--- config.mk ---
export PLATFORM = sky130hd
export DESIGN_NAME = traffic_light_monitor
export DESIGN_NICKNAME = d
export VERILOG_FILES = /design/src/rtl/traffic_pkg.sv /design/src/rtl/lamp_phase_checker.sv /design/src/rtl/traffic_light_monitor.sv
export SDC_FILE = /design/constraint.sdc
export NUM_CORES = 1
export LEC_CHECK = 0
export CAP_MARGIN = 20
export CORE_UTILIZATION = 25
export CTS_BUF_LIST = sky130_fd_sc_hd__clkbuf_16
export CTS_CLUSTER_DIAMETER = 50
export CTS_CLUSTER_SIZE = 24
export DETAILED_ROUTE_END_ITERATION = 7
export REMOVE_ABC_BUFFERS = 1
export SKIP_CTS_REPAIR_TIMING = 1
export SYNTH_ARGS = -nofsm -noshare
export SYNTH_HDL_FRONTEND = slang
export SYNTH_HIERARCHICAL = 1
export SYNTH_SLANG_ARGS = --single-unit
export TNS_END_PERCENT = 30
--- constraint.sdc ---
create_clock -name clk -period 4.4 [get_ports clk]
set_input_delay 0.44 -clock clk [delete_from_list [all_inputs] [get_ports clk]]
set_output_delay 0.44 -clock clk [all_outputs]
set_load 0.02 [all_outputs]
--- src/rtl/traffic_pkg.sv ---
// Shared lamp encodings, lamp indices and fault codes for the T-intersection controller,
// its safety monitor and their benches.
package traffic_pkg;

  localparam logic [2:0] RED = 3'b100;
  localparam logic [2:0] YEL = 3'b010;
  localparam logic [2:0] GRN = 3'b001;

  localparam logic [1:0] M1     = 2'd0;
  localparam logic [1:0] SIDE   = 2'd1;
  localparam logic [1:0] M2     = 2'd2;
  localparam logic [1:0] M1TURN = 2'd3;

  localparam int unsigned NumLamps = 4;

  typedef enum logic [2:0] {
    FcNone     = 3'd0,
    FcEncoding = 3'd1,
    FcConflict = 3'd2,
    FcSequence = 3'd3,
    FcYShort   = 3'd4,
    FcYLong    = 3'd5,
    FcGShort   = 3'd6
  } fault_code_e;

  function automatic logic is_onehot3(logic [2:0] c);
    return (c == RED) || (c == YEL) || (c == GRN);
  endfunction

endpackage

--- src/rtl/lamp_phase_checker.sv ---
// Per-lamp colour history: remembers the previous sample and its dwell, and flags encoding,
// sequence and green/yellow timing violations for the current sample.
module lamp_phase_checker
  import traffic_pkg::*;
#(
  parameter int unsigned G_MIN = 10,
  parameter int unsigned Y_MIN = 3,
  parameter int unsigned Y_MAX = 5,
  parameter int unsigned CNT_W = 16
) (
  input  logic       clk_i,
  input  logic       rst_i,
  input  logic       s_valid_i,
  input  logic [2:0] s_i,
  output logic       enc_err_o,
  output logic       seq_err_o,
  output logic       g_short_o,
  output logic       y_short_o,
  output logic       y_long_o,
  output logic       active_o
);

  logic [2:0]       p_q, p_d;
  logic             p_valid_q, p_valid_d;
  logic [CNT_W-1:0] dwell_q, dwell_d;
  logic             y_rep_q, y_rep_d;
  logic             s_ok, chk, hold, legal;

  always_comb begin
    s_ok  = s_valid_i && is_onehot3(s_i);
    chk   = s_ok && p_valid_q;
    hold  = (s_i == p_q);
    legal = hold || ((p_q == RED) && (s_i == GRN)) || ((p_q == GRN) && (s_i == YEL)) ||
            ((p_q == YEL) && (s_i == RED));

    enc_err_o = s_valid_i && !is_onehot3(s_i);
    active_o  = s_ok && ((s_i == GRN) || (s_i == YEL));
    seq_err_o = chk && !legal;
    g_short_o = chk && (p_q == GRN) && (s_i == YEL) && (dwell_q < CNT_W'(G_MIN));
    y_short_o = chk && (p_q == YEL) && (s_i == RED) && (dwell_q < CNT_W'(Y_MIN));

    p_d       = p_q;
    p_valid_d = p_valid_q;
    dwell_d   = dwell_q;
    if (s_valid_i) begin
      if (s_ok) begin
        p_d       = s_i;
        p_valid_d = 1'b1;
        if (p_valid_q && hold) begin
          dwell_d = (dwell_q == '1) ? dwell_q : dwell_q + CNT_W'(1);
        end else begin
          dwell_d = CNT_W'(1);
        end
      end else begin
        // A malformed sample breaks the history; the next good sample starts afresh.
        p_valid_d = 1'b0;
        dwell_d   = '0;
      end
    end

    y_long_o = chk && hold && (s_i == YEL) && (dwell_d >= CNT_W'(Y_MAX + 1)) && !y_rep_q;

    y_rep_d = y_rep_q;
    if (y_long_o) begin
      y_rep_d = 1'b1;
    end else if (!(s_ok && (s_i == YEL))) begin
      y_rep_d = 1'b0;
    end
  end

  always_ff @(posedge clk_i or posedge rst_i) begin
    if (rst_i) begin
      p_q       <= '0;
      p_valid_q <= 1'b0;
      dwell_q   <= '0;
      y_rep_q   <= 1'b0;
    end else begin
      p_q       <= p_d;
      p_valid_q <= p_valid_d;
      dwell_q   <= dwell_d;
      y_rep_q   <= y_rep_d;
    end
  end

endmodule

--- src/rtl/traffic_light_monitor.sv ---
// Passive safety monitor on the four intersection lamps: registers the lamps, runs per-lamp and
// cross-lamp checks, and latches the first fault while strobing and counting every one.
module traffic_light_monitor
  import traffic_pkg::*;
#(
  parameter int unsigned G_MIN = 10,
  parameter int unsigned Y_MIN = 3,
  parameter int unsigned Y_MAX = 5,
  parameter int unsigned CNT_W = 16
) (
  input  logic       clk,
  input  logic       rst,
  input  logic [2:0] light_M1,
  input  logic [2:0] light_Side,
  input  logic [2:0] light_M2,
  input  logic [2:0] light_M1Turn,
  input  logic       fault_clr,
  output logic       fault,
  output logic [2:0] fault_code,
  output logic [1:0] fault_lamp,
  output logic       fault_pulse,
  output logic [7:0] fault_cnt
);

  logic [2:0] s_q [NumLamps];
  logic       s_valid_q;

  logic [NumLamps-1:0] enc_err, seq_err, g_short, y_short, y_long, active, conf;
  logic [NumLamps-1:0] err_by_code [7];

  logic        det_any;
  fault_code_e det_code;
  logic [1:0]  det_lamp;

  logic        fault_q, fault_d;
  fault_code_e code_q, code_d;
  logic [1:0]  lamp_q, lamp_d;
  logic        pulse_q, pulse_d;
  logic [7:0]  cnt_q, cnt_d;

  always_ff @(posedge clk or posedge rst) begin
    if (rst) begin
      for (int i = 0; i < NumLamps; i++) s_q[i] <= RED;
      s_valid_q <= 1'b0;
    end else begin
      s_q[M1]     <= light_M1;
      s_q[SIDE]   <= light_Side;
      s_q[M2]     <= light_M2;
      s_q[M1TURN] <= light_M1Turn;
      s_valid_q   <= 1'b1;
    end
  end

  for (genvar g = 0; g < NumLamps; g++) begin : gen_lamp
    lamp_phase_checker #(
      .G_MIN(G_MIN),
      .Y_MIN(Y_MIN),
      .Y_MAX(Y_MAX),
      .CNT_W(CNT_W)
    ) u_chk (
      .clk_i    (clk),
      .rst_i    (rst),
      .s_valid_i(s_valid_q),
      .s_i      (s_q[g]),
      .enc_err_o(enc_err[g]),
      .seq_err_o(seq_err[g]),
      .g_short_o(g_short[g]),
      .y_short_o(y_short[g]),
      .y_long_o (y_long[g]),
      .active_o (active[g])
    );
  end

  always_comb begin
    // Conflicts are attributed to the lower-index lamp of the pair.
    conf         = '0;
    conf[M1]     = active[M1] && active[SIDE];
    conf[SIDE]   = active[SIDE] && (active[M2] || active[M1TURN]);
    conf[M2]     = active[M2] && active[M1TURN];

    err_by_code[0] = '0;
    err_by_code[1] = enc_err;
    err_by_code[2] = conf;
    err_by_code[3] = seq_err;
    err_by_code[4] = y_short;
    err_by_code[5] = y_long;
    err_by_code[6] = g_short;

    det_any  = 1'b0;
    det_code = FcNone;
    det_lamp = '0;
    // Scan from the lowest priority upward so the last hit is the winner.
    for (int c = 6; c >= 1; c--) begin
      for (int l = NumLamps - 1; l >= 0; l--) begin
        if (err_by_code[c][l]) begin
          det_any  = 1'b1;
          det_code = fault_code_e'(c[2:0]);
          det_lamp = l[1:0];
        end
      end
    end
  end

  always_comb begin
    fault_d = fault_q;
    code_d  = code_q;
    lamp_d  = lamp_q;
    cnt_d   = cnt_q;
    pulse_d = det_any;
    if (fault_clr) begin
      fault_d = det_any;
      code_d  = det_any ? det_code : FcNone;
      lamp_d  = det_any ? det_lamp : 2'd0;
      cnt_d   = det_any ? 8'd1 : 8'd0;
    end else if (det_any) begin
      cnt_d = (cnt_q == 8'hff) ? cnt_q : cnt_q + 8'd1;
      if (!fault_q) begin
        fault_d = 1'b1;
        code_d  = det_code;
        lamp_d  = det_lamp;
      end
    end
  end

  always_ff @(posedge clk or posedge rst) begin
    if (rst) begin
      fault_q <= 1'b0;
      code_q  <= FcNone;
      lamp_q  <= '0;
      pulse_q <= 1'b0;
      cnt_q   <= '0;
    end else begin
      fault_q <= fault_d;
      code_q  <= code_d;
      lamp_q  <= lamp_d;
      pulse_q <= pulse_d;
      cnt_q   <= cnt_d;
    end
  end

  assign fault       = fault_q;
  assign fault_code  = code_q;
  assign fault_lamp  = lamp_q;
  assign fault_pulse = pulse_q;
  assign fault_cnt   = cnt_q;

endmodule

==> metrics.csv, run 1 <==
stage,metric,value,unit
run_status,run status,completed,
synthesis,top-count cell post-synth,dfrtp_1,
power,Design Power,2.40,mW
hold_path,hold_sp,light_M1[2],
sta,worst hold slack,485,ps
layout,final design utilization,28.8,%
synthesis,synthesized flop and latch total,112,
sta,Slew Limit Fails,0,
critical_path,Crit path max-delay family,simple AND/OR/NAND/NOR gates,
power,leak pwr,3.43,nW
detailed_routing,WL final,21400,um
global_route,GRT Max-Usage Layer,met2,
layout,Final #Nets,962,
critical_path,CP Cell Sequence,ha_1 > and4_1 > nand4_1 > and3_1 > o22ai_1 > nor4b_2 > a21oi_1 > nor4_2 > nand3_2 > nor2_8 > inv_4 > a21oi_4 > mux2_1,
die,Die Height,180,um
sta,Max-slew headroom,37.7,%
die,Ports,30,
sta,final setup fails,0,
synthesis,Yosys top cell by area,dfrtp_1,
sta,Max Clock Freq,247,MHz
die,initial cell density of the core,25.7,%
layout,layout cells sized above 1,10.5,%
critical_path,FF-to-FF Start,gen_lamp[2].u_chk/dwell_q[1]$_DFF_PP0_,
power,worst vdd ir,0.172,mV
synthesis,Post-synth EDFFs,0,
critical_path,worst path bufs/invs,1,
global_route,met1 usage,18.6,%
synthesis,Mapped Area,7940,sq um
synthesis,syn avg cell area,8.42,sq um
global_route,vias in the first global route,6898,
synthesis,sequential area share after synthesis,35.3,%
cts,Max Root-Sink Buffers,2,
placement,PortBufs,29,
critical_path,crit end category,flop,
layout,Area Overhead vs Synth,11.9,%
hold_path,Hold Path End,s_q[11]$_DFF_PP1_,
detailed_routing,first-pass iteration count of the detailed router,5,
die,Die Area,32500,sq um
synthesis,Ys Warns,6,
sta,Slew @ Worst Pin,922,ps
critical_path,WP data arrival,4300,ps
die,die width,180,um
placement,worst slack at placement,334,ps
synthesis,Area contributors post-synth,"dfrtp_1 (34%), nand2_1 (4.3%), nor2_1 (3.4%), nand3_1 (3.2%), a21oi_1 (2.6%)",
critical_path,WS Path Type,reg2reg,
placement,dpl hpwl,15300,um
global_route,first-pass GRT wire length,35900,um
die,Core ar.,30900,sq um
critical_path,Critical Path Slowest Stage Cell,dfrtp_1,
global_route,initial antenna violation count,0,
synthesis,"Async S/R FF share, synth",100,%
synthesis,area share of the largest cell type after synthesis,34.0,%
critical_path,Reg-to-Reg End,fault_code[1]$_DFFE_PP0P_,
detailed_routing,vias,7492,
power,Cell Pwr Density,269,nW/um^2
hold_path,class of the worst hold path,in2reg,
global_route,GR Layer Usage met3,1.96,%
sta,Final min period,4060,ps
die,standard-cell row count,64,
cts,Clock transition at path regs,80,ps
sta,clk_skew,6.63,ps
cts,CTS buffer count,9,
hold_path,worst hold path depth,1,
detailed_routing,Routed wire per std cell,15.9,um
critical_path,CP max FO,11,
synthesis,ys flop type,dfrtp_1,
job,Max-cap violations,0,
global_route,final global-route overflow total,0,
critical_path,R2R setup slack,340,ps
sta,unrepaired setup endpoints after global routing,no,
detailed_routing,Via density,5.58,
global_route,Total GRT Usage,13.2,%
sta,Final Hold Viols,0,
detailed_routing,post-route ant nets,0,
critical_path,Critical Path RT,4650,ps
synthesis,Synth cell types,77,
synthesis,Post-Synthesis Cells,943,
cts,CTS tree,yes,
cts,H-tree lvl count,3,
sta,final setup margin,345,ps
critical_path,startpoint types,flop,
cts,Skew-Pair Late Insertion Delay,360,ps
critical_path,Crit path largest cell delay,440,ps
sta,period utilisation layout,92.2,%
detailed_routing,drt drc,0,
synthesis,Post-synth top cells,"dfrtp_1 (108), nand2_1 (92), nor2_1 (71), inv_1 (55), nand3_1 (51)",
cts,CTS root buf,clkbuf_16,
cts,CTS sink cnt,112,
global_route,pin count of the biggest net entering global routing,54,
placement,Placer Congestion,0.942,
global_route,met2 Usage GRT,20.4,%
detailed_routing,First DRT Iteration DRCs,921,
layout,ANT cells,0,
critical_path,R2R depth,13,
[flip-flops by register name, indices dropped and copies added, names as in the netlist]
| name | flops |
|---|---|
| s_valid_q | 1 |
| s_q | 12 |
| fault_pulse | 1 |
| gen_lamp.u_chk/dwell_q | 64 |
| gen_lamp.u_chk/p_valid_q | 4 |
| fault_lamp | 2 |
| fault_code | 3 |
| fault | 1 |
| gen_lamp.u_chk/y_rep_q | 4 |
| gen_lamp.u_chk/p_q | 12 |
| fault_cnt | 8 |
[layout make-up]
type	instances	area, sq um
Tap cell	396	495
Clock buffer	9	225
Multi-Input combinational cell	710	4620
Fill cell	3261	22000
Sequential cell	112	2810
Inverter	56	213
Timing Repair Buffer	53	483
Clock inverter	7	42.5
[report_power, final]
part / internal (mW) / switching, mW / total [mW]
clock network: 0.380 / 0.392 / 0.772
registers: 1.09 / 0.0937 / 1.18
logic: 0.187 / 0.255 / 0.442
total: 1.65 / 0.741 / 2.40
[metrics by stage]
step / cell area [sq um] / std cells / TNS (ps)
5_1_grt: 8890 / 1343 / 0
3_5_place_dp: 8610 / 1327 / 0
6_report: 8890 / 1343 / 0
4_1_cts: 8880 / 1343 / 0
3_3_place_gp: 8610 / 1327 / 0
2_1_floorplan: 7630 / 878 / -5370
[layout by cell type (no fill, tap or decap), types with 5 or more instances in the layout]
master           netlist  final
nor4_1                33     33
a2111oi_0              9      8
o41ai_1               12     12
nor4b_1                5      5
nand2_1               92     92
a21oi_1               42     42
ha_1                   5      5
a31oi_1               14     14
nor3_1                17     17
a41oi_1                9      9
o32ai_1               13     13
nand2b_1              18     18
o21ai_1               16     16
and3_1                13     13
and2_1                 5      5
dfrtp_1              108    107
a21boi_0              10     10
inv_1                 55     57
o31ai_1               17     17
nand3b_1               6      6
clkdlybuf4s50_1        0     29
a22oi_1               12     12
and4_1                13     13
xnor2_1               12     12
buf_4                  8     23
nand3_1               51     51
o2111ai_1              9      9
clkbuf_16              0      9
or2_1                  8      8
o22ai_1                8      8
or2_2                  8      8
a22o_1                 5      5
o21ai_0               39     39
nor2_1                71     71
nand4_1               33     33
o311ai_0               9      9
[per-layer routing]
metal | wire, um | vias to the layer above
met5 | 0 | -
met3 | 953 | 36
li1 | - | 3574
met4 | 490 | 0
met1 | 10100 | 3632
met2 | 9800 | 250
[kinds of logic after synthesis]
group	share of synthesized area [%]
xor gates and xnor gates	2.36
DFF	35.3
AOI/OAI and AO/OA	24.2
buffers and inverters	6.63
other	0.0472
muxes	0.835
and+or+nand+nor	29.8
adders and majority gates	0.788
[worst max path at each step]
stage / slack, ps / startpoint / cells after the start / end
finish: 340 / gen_lamp[2].u_chk/dwell_q[1]$_DFF_PP0_ / 13 / fault_code[1]$_DFFE_PP0P_
global route: 30 / s_q[7]$_DFF_PP0_ / 13 / fault_code[1]$_DFFE_PP0P_
detailed placement: 330 / s_q[1]$_DFF_PP0_ / 13 / fault_code[1]$_DFFE_PP0P_
floorplan: -580 / s_valid_q$_DFF_PP0_ / 10 / fault_lamp[0]$_DFFE_PP0P_
CTS: 310 / s_q[1]$_DFF_PP0_ / 13 / fault_code[1]$_DFFE_PP0P_
global placement: 410 / s_q[1]$_DFF_PP0_ / 13 / fault_code[1]$_DFFE_PP0P_
(Power assumes the default switching activity.)
==> inputs of run 2 (changes only) <==
Settings changed: PLACE_DENSITY_LB_ADDON set to 0.05, SLEW_MARGIN set to 25.
==> metrics.csv, run 2 (same netlist as run 1, synthesis figures left out) <==
stage,metric,value,unit,change
detailed_routing,post-route ant nets,0,,unchanged
die,Die Area,32500,sq um,unchanged
die,standard-cell row count,64,,unchanged
critical_path,Crit path largest cell delay,550,ps,+110 ps
layout,Area Overhead vs Synth,13.3,%,
hold_path,class of the worst hold path,in2async,,
power,leak pwr,3.48,nW,+1.6%
detailed_routing,First DRT Iteration DRCs,457,,-50%
sta,final setup fails,0,,unchanged
critical_path,Crit path max-delay family,compound AO/OA/AOI/OAI gates,,
cts,CTS root buf,clkbuf_16,,
cts,Skew-Pair Late Insertion Delay,380,ps,+20 ps
sta,period utilisation layout,93.4,%,+1.2 points
cts,CTS sink cnt,112,,unchanged
layout,"commonest non-fill, non-tap cells in the layout","dfrtp_1 (107), nand2_1 (92), nor2_1 (71)",,
layout,non-filler instance count after layout,1353,,+0.74%
critical_path,"Top cell by count, worst path",nor4_2,,
layout,layout cells sized above 1,12.1,%,+1.7 points
critical_path,Critical Path RT,4650,ps,about the same
layout,ANT cells,0,,unchanged
detailed_routing,first-pass iteration count of the detailed router,5,,unchanged
cts,H-tree lvl count,3,,unchanged
sta,Slew Limit Fails,0,,unchanged
layout,fillers,3355,,+2.9%
critical_path,CP max FO,12,,+1
cts,CTS tree,yes,,
sta,Final min period,4110,ps,+54.0 ps
detailed_routing,Via density,5.49,,-1.5%
global_route,pin count of the biggest net entering global routing,32,,-41%
critical_path,worst path bufs/invs,2,,+1
critical_path,crit end category,flop,,
critical_path,CP Cell Sequence,xor2_2 > o2111ai_2 > buf_4 > o31ai_1 > a22oi_1 > o2111ai_1 > nor4_2 > a21oi_1 > nor4_2 > nand3_2 > nor2_8 > inv_4 > a21oi_4 > mux2_1,,
sta,Final Hold Viols,0,,unchanged
cts,Clock transition at path regs,90,ps,about the same
power,Cell Pwr Density,279,nW/um^2,+3.5%
die,die width,180,um,unchanged
die,Core ar.,30900,sq um,unchanged
layout,Final #Nets,972,,+1.0%
placement,dpl hpwl,18300,um,+19%
cts,CTS buffer count,9,,unchanged
global_route,Total GRT Usage,15.7,%,+2.4 points
sta,unrepaired setup endpoints after global routing,no,,
layout,Top reg by flops,gen_lamp.u_chk/dwell_q,,
sta,Max-slew headroom,28.9,%,-8.8 points
detailed_routing,vias,7432,,-0.80%
die,Die Height,180,um,unchanged
detailed_routing,drt drc,0,,unchanged
global_route,final global-route overflow total,0,,unchanged
power,Design Power,2.51,mW,+4.7%
power,worst vdd ir,0.187,mV,+8.5%
detailed_routing,Routed wire per std cell,18.4,um,+16%
placement,Placer Congestion,0.816,,-13%
critical_path,startpoint types,flop,,
layout,Largest regs,"gen_lamp.u_chk/dwell_q: 64 flops, gen_lamp.u_chk/p_q: 12 flops, s_q: 12 flops",,
global_route,first-pass GRT wire length,40900,um,+14%
critical_path,WP data arrival,4360,ps,+60 ps
critical_path,WS Path Type,reg2reg,,
placement,PortBufs,29,,unchanged
sta,Max Clock Freq,243,MHz,-1.3%
job,Max-cap violations,0,,unchanged
detailed_routing,WL final,24900,um,+16%
die,Ports,30,,unchanged
run_status,run status,completed,,
global_route,vias in the first global route,7276,,+5.5%
sta,clk_skew,17.6,ps,+11.0 ps
global_route,initial antenna violation count,0,,unchanged
layout,"most common cell after layout, fill and taps aside",dfrtp_1,,
die,initial cell density of the core,25.7,%,unchanged
placement,Cells after DPL,1337,,+0.75%
cts,Max Root-Sink Buffers,2,,unchanged
sta,Slew @ Worst Pin,1050,ps,+130 ps
layout,max FFs per register,64,,unchanged
critical_path,Critical Path Slowest Stage Cell,dfrtp_1,,
-- run 2: cell count changes in the layout (fill, tap and decap cells not counted), moves of 3 or more --
cell / change
inv_1: -5
a2111oi_0: -4
buf_4: +11
a2111oi_1: +3
clkinv_2: +3
-- run 2: final cells by class --
class                   instances  area [sq um]  area share (%)
clock inverters                 7          70.1           0.779
well taps                     396           495            5.51
multi-input cells             710          4640            51.5
flip-flops and latches        112          2810            31.2
inverters                      56           213            2.36
repair buffers                 63           546            6.06
clock buffers                   9           225            2.50
-- run 2: worst reg2reg max path, cell delays in order (launching register included) --
cell and delay [ps]:
dfrtp_1 550, xor2_2 260, o2111ai_2 400, buf_4 250
o31ai_1 80, a22oi_1 250, o2111ai_1 230, nor4_2 420
a21oi_1 240, nor4_2 340, nand3_2 180, nor2_8 190
inv_4 80, a21oi_4 190, mux2_1 330
-- run 2: metrics by stage --
stage	utilization [%]	area, sq um	hold slack (ps)	setup slack [ps]	TNS (ps)
global placement	28.1	8680	516	113	0
finish	29.1	9000	463	291	0
CTS	29.0	8970	450	81.6	0
global route	29.1	9000	459	35.9	0
detailed placement	28.1	8680	511	110	0
floorplan	-	7630	417	-581	-5370
-- run 2: layer usage --
metal	vias to the layer above	GRT usage [%]	part of all wire [%]
met2	119	27.2	50
met4	0	4.14	1.5
met3	21	2.30	2.3
li1	3593	-	-
met5	-	0	0
met1	3699	20.2	46
-- run 2: final timing paths --
check,startpoint,endpoint,slack (ps),depth (start not counted)
max reg2reg,s_q[7]$_DFF_PP0_,fault_code[1]$_DFFE_PP0P_,290,14
min,rst,s_q[6]$_DFF_PP0_,460,2
min in group clk,light_Side[2],s_q[8]$_DFF_PP1_,470,1
max in group asynchronous,rst,gen_lamp[2].u_chk/dwell_q[7]$_DFF_PP0_,3010,2
min reg2reg,gen_lamp[1].u_chk/p_valid_q$_DFFE_PP0P_,gen_lamp[1].u_chk/dwell_q[0]$_DFF_PP0_,520,1
max,s_q[7]$_DFF_PP0_,fault_code[1]$_DFFE_PP0P_,290,14
-- run 2: power by group --
part           internal (mW)  switching (mW)  leakage [nW]
Clock                  0.444           0.425         0.146
Combinational          0.188           0.262          1.88
Sequential              1.09          0.0997          1.46
Total                   1.72           0.787          3.48
==> inputs of run 3 (changes only) <==
Settings changed: CORE_MARGIN set to 2, GPL_ROUTABILITY_DRIVEN set to 0.
==> metrics.csv, run 3 (same netlist as run 1, synthesis figures left out) <==
stage,metric,value,unit,change
detailed_routing,first-pass iteration count of the detailed router,5,,unchanged
job,Max-cap violations,0,,unchanged
sta,Max Clock Freq,249,MHz,+2.3%
sta,final setup fails,0,,unchanged
global_route,pin count of the biggest net entering global routing,23,,-28%
sta,Final min period,4020,ps,-92.9 ps
layout,Largest regs,"gen_lamp.u_chk/dwell_q: 64 flops, gen_lamp.u_chk/p_q: 12 flops, s_q: 12 flops",,
layout,Final #Nets,987,,+1.5%
placement,Placed Area,8800,sq um,+1.4%
cts,H-tree lvl count,3,,unchanged
global_route,first-pass GRT wire length,41400,um,+1.2%
cts,CTS buffer count,9,,unchanged
layout,Final Cell Area,9120,sq um,+1.4%
detailed_routing,First DRT Iteration DRCs,462,,+1.1%
cts,Clock transition at path regs,80,ps,about the same
die,Die Area,33200,sq um,+2.2%
detailed_routing,Routed wire per std cell,18.3,um,-0.20%
sta,period utilisation layout,91.3,%,-2.1 points
detailed_routing,WL final,25200,um,+1.4%
placement,worst slack at placement,291,ps,+181 ps
critical_path,CP max FO,8,,-4
layout,layout cells sized above 1,13.3,%,+1.2 points
detailed_routing,vias,7439,,+0.094%
layout,"most common cell after layout, fill and taps aside",dfrtp_1,,
hold_path,class of the worst hold path,in2reg,,
die,die width,182,um,+1.1%
critical_path,Reg-to-Reg End,fault_code[1]$_DFFE_PP0P_,,
critical_path,WS Path Type,reg2reg,,
layout,Area Overhead vs Synth,14.8,%,
critical_path,Critical Path RT,4660,ps,about the same
global_route,Total GRT Usage,15.6,%,-0.10 points
sta,Slew Limit Fails,0,,unchanged
placement,dpl hpwl,18600,um,+1.5%
global_route,initial antenna violation count,0,,unchanged
die,initial cell density of the core,25.3,%,-0.40 points
sta,Max-slew headroom,37.3,%,+8.4 points
critical_path,Critical Path Sink,fault_code[1]$_DFFE_PP0P_,,
die,Die Height,182,um,+1.1%
critical_path,FF-to-FF Start,gen_lamp[1].u_chk/dwell_q[0]$_DFF_PP0_,,
cts,CTS tree,yes,,
sta,final setup margin,383,ps,+92.9 ps
sta,clk_skew,13.5,ps,-4.14 ps
die,Ports,30,,unchanged
placement,PortBufs,29,,unchanged
cts,Max Root-Sink Buffers,2,,unchanged
layout,fillers,3364,,+0.27%
critical_path,R2R depth,15,,+1
layout,"commonest non-fill, non-tap cells in the layout","dfrtp_1 (107), nand2_1 (92), nor2_1 (71)",,
cts,Skew-Pair Late Insertion Delay,380,ps,about the same
critical_path,startpoint types,flop,,
critical_path,WP data arrival,4280,ps,-80 ps
layout,ANT cells,0,,unchanged
cts,CTS root buf,clkbuf_16,,
layout,max FFs per register,64,,unchanged
detailed_routing,Via density,5.41,,-1.4%
detailed_routing,post-route ant nets,0,,unchanged
power,worst vdd ir,0.181,mV,-2.9%
detailed_routing,drt drc,0,,unchanged
sta,unrepaired setup endpoints after global routing,no,,
layout,Multi-input gate area,4630,sq um,-0.11%
critical_path,R2R setup slack,380,ps,+90 ps
critical_path,critical path startpoint,gen_lamp[1].u_chk/dwell_q[0]$_DFF_PP0_,,
critical_path,crit end category,flop,,
sta,Final Hold Viols,0,,unchanged
run_status,run status,completed,,
die,standard-cell row count,65,,+1.6%
layout,Top reg by flops,gen_lamp.u_chk/dwell_q,,
die,Core ar.,31400,sq um,+1.6%
power,leak pwr,3.56,nW,+2.4%
sta,Slew @ Worst Pin,935,ps,-117 ps
global_route,final global-route overflow total,0,,unchanged
cts,CTS sink cnt,112,,unchanged
power,Cell Pwr Density,278,nW/um^2,-0.31%
layout,Seq. cell area,2810,sq um,unchanged
global_route,vias in the first global route,7197,,-1.1%
-- run 3: cell types whose count changed in the layout (fill, tap and decap cells not counted), sizes merged --
cell	change
buf	+15
clkinv	-2
clkinvlp	-1
inv	+3
-- run 3: area by class of cell --
type | instances | area share [%]
clock buffers | 9 | 2.47
clock inverters | 7 | 0.851
inverters | 56 | 2.33
multi-input cells | 710 | 50.8
flip-flops and latches | 112 | 30.8
well taps | 402 | 5.52
repair buffers | 78 | 7.22
-- run 3: report_power, final --
part	switching (mW)	internal (mW)	leakage, nW	total (mW)
Clock	0.439	0.450	0.152	0.889
Sequential	0.0919	1.09	1.46	1.18
Combinational	0.269	0.197	1.95	0.466
-- run 3: worst min path at each step --
stage                                                  from                                      to  depth (start not counted)
floorplan                                               rst  gen_lamp[0].u_chk/dwell_q[0]$_DFF_PP0_                          1
global placement    gen_lamp[0].u_chk/p_valid_q$_DFFE_PP0P_  gen_lamp[0].u_chk/dwell_q[0]$_DFF_PP0_                          1
detailed placement  gen_lamp[0].u_chk/p_valid_q$_DFFE_PP0P_  gen_lamp[0].u_chk/dwell_q[0]$_DFF_PP0_                          1
CTS                                         light_M1Turn[2]                        s_q[2]$_DFF_PP1_                          1
global route                                light_M1Turn[2]                        s_q[2]$_DFF_PP1_                          1
finish                                      light_M1Turn[2]                        s_q[2]$_DFF_PP1_                          1
-- run 3: through the flow --
stage / setup TNS, ps / cells / utilization [%] / hold slack (ps) / power [mW]
after floorplan: -5370 / 878 / - / 417 / 1.48
after global placement: 0 / 1358 / 28.0 / 509 / 1.68
after detailed placement: 0 / 1358 / 28.0 / 499 / 1.67
after CTS: 0 / 1374 / 29.0 / 430 / 2.60
after global routing: 0 / 1374 / 29.1 / 447 / 2.70
final: 0 / 1374 / 29.1 / 460 / 2.53
-- run 3: worst max-delay path: stages (launching register included) --
cell and delay [ps]:
dfrtp_1 450, ha_1 320, and4_1 250, nand4_1 190, buf_4 200, a311oi_1 90
a21oi_1 320, nand3_1 240, nor4b_2 280, a21oi_1 190, nor4_2 330, nand3_2 230
nor2_8 210, inv_4 70, a21oi_4 180, mux2_1 340
-- run 3: metal layers --
| metal | vias up | track usage (%) | wire, um |
|---|---|---|---|
| met5 | - | 0 | 0 |
| met4 | 0 | 3.84 | 335 |
| met2 | 119 | 25.7 | 12300 |
| met1 | 3683 | 21.1 | 11900 |
| met3 | 16 | 2.65 | 671 |
| li1 | 3621 | - | - |
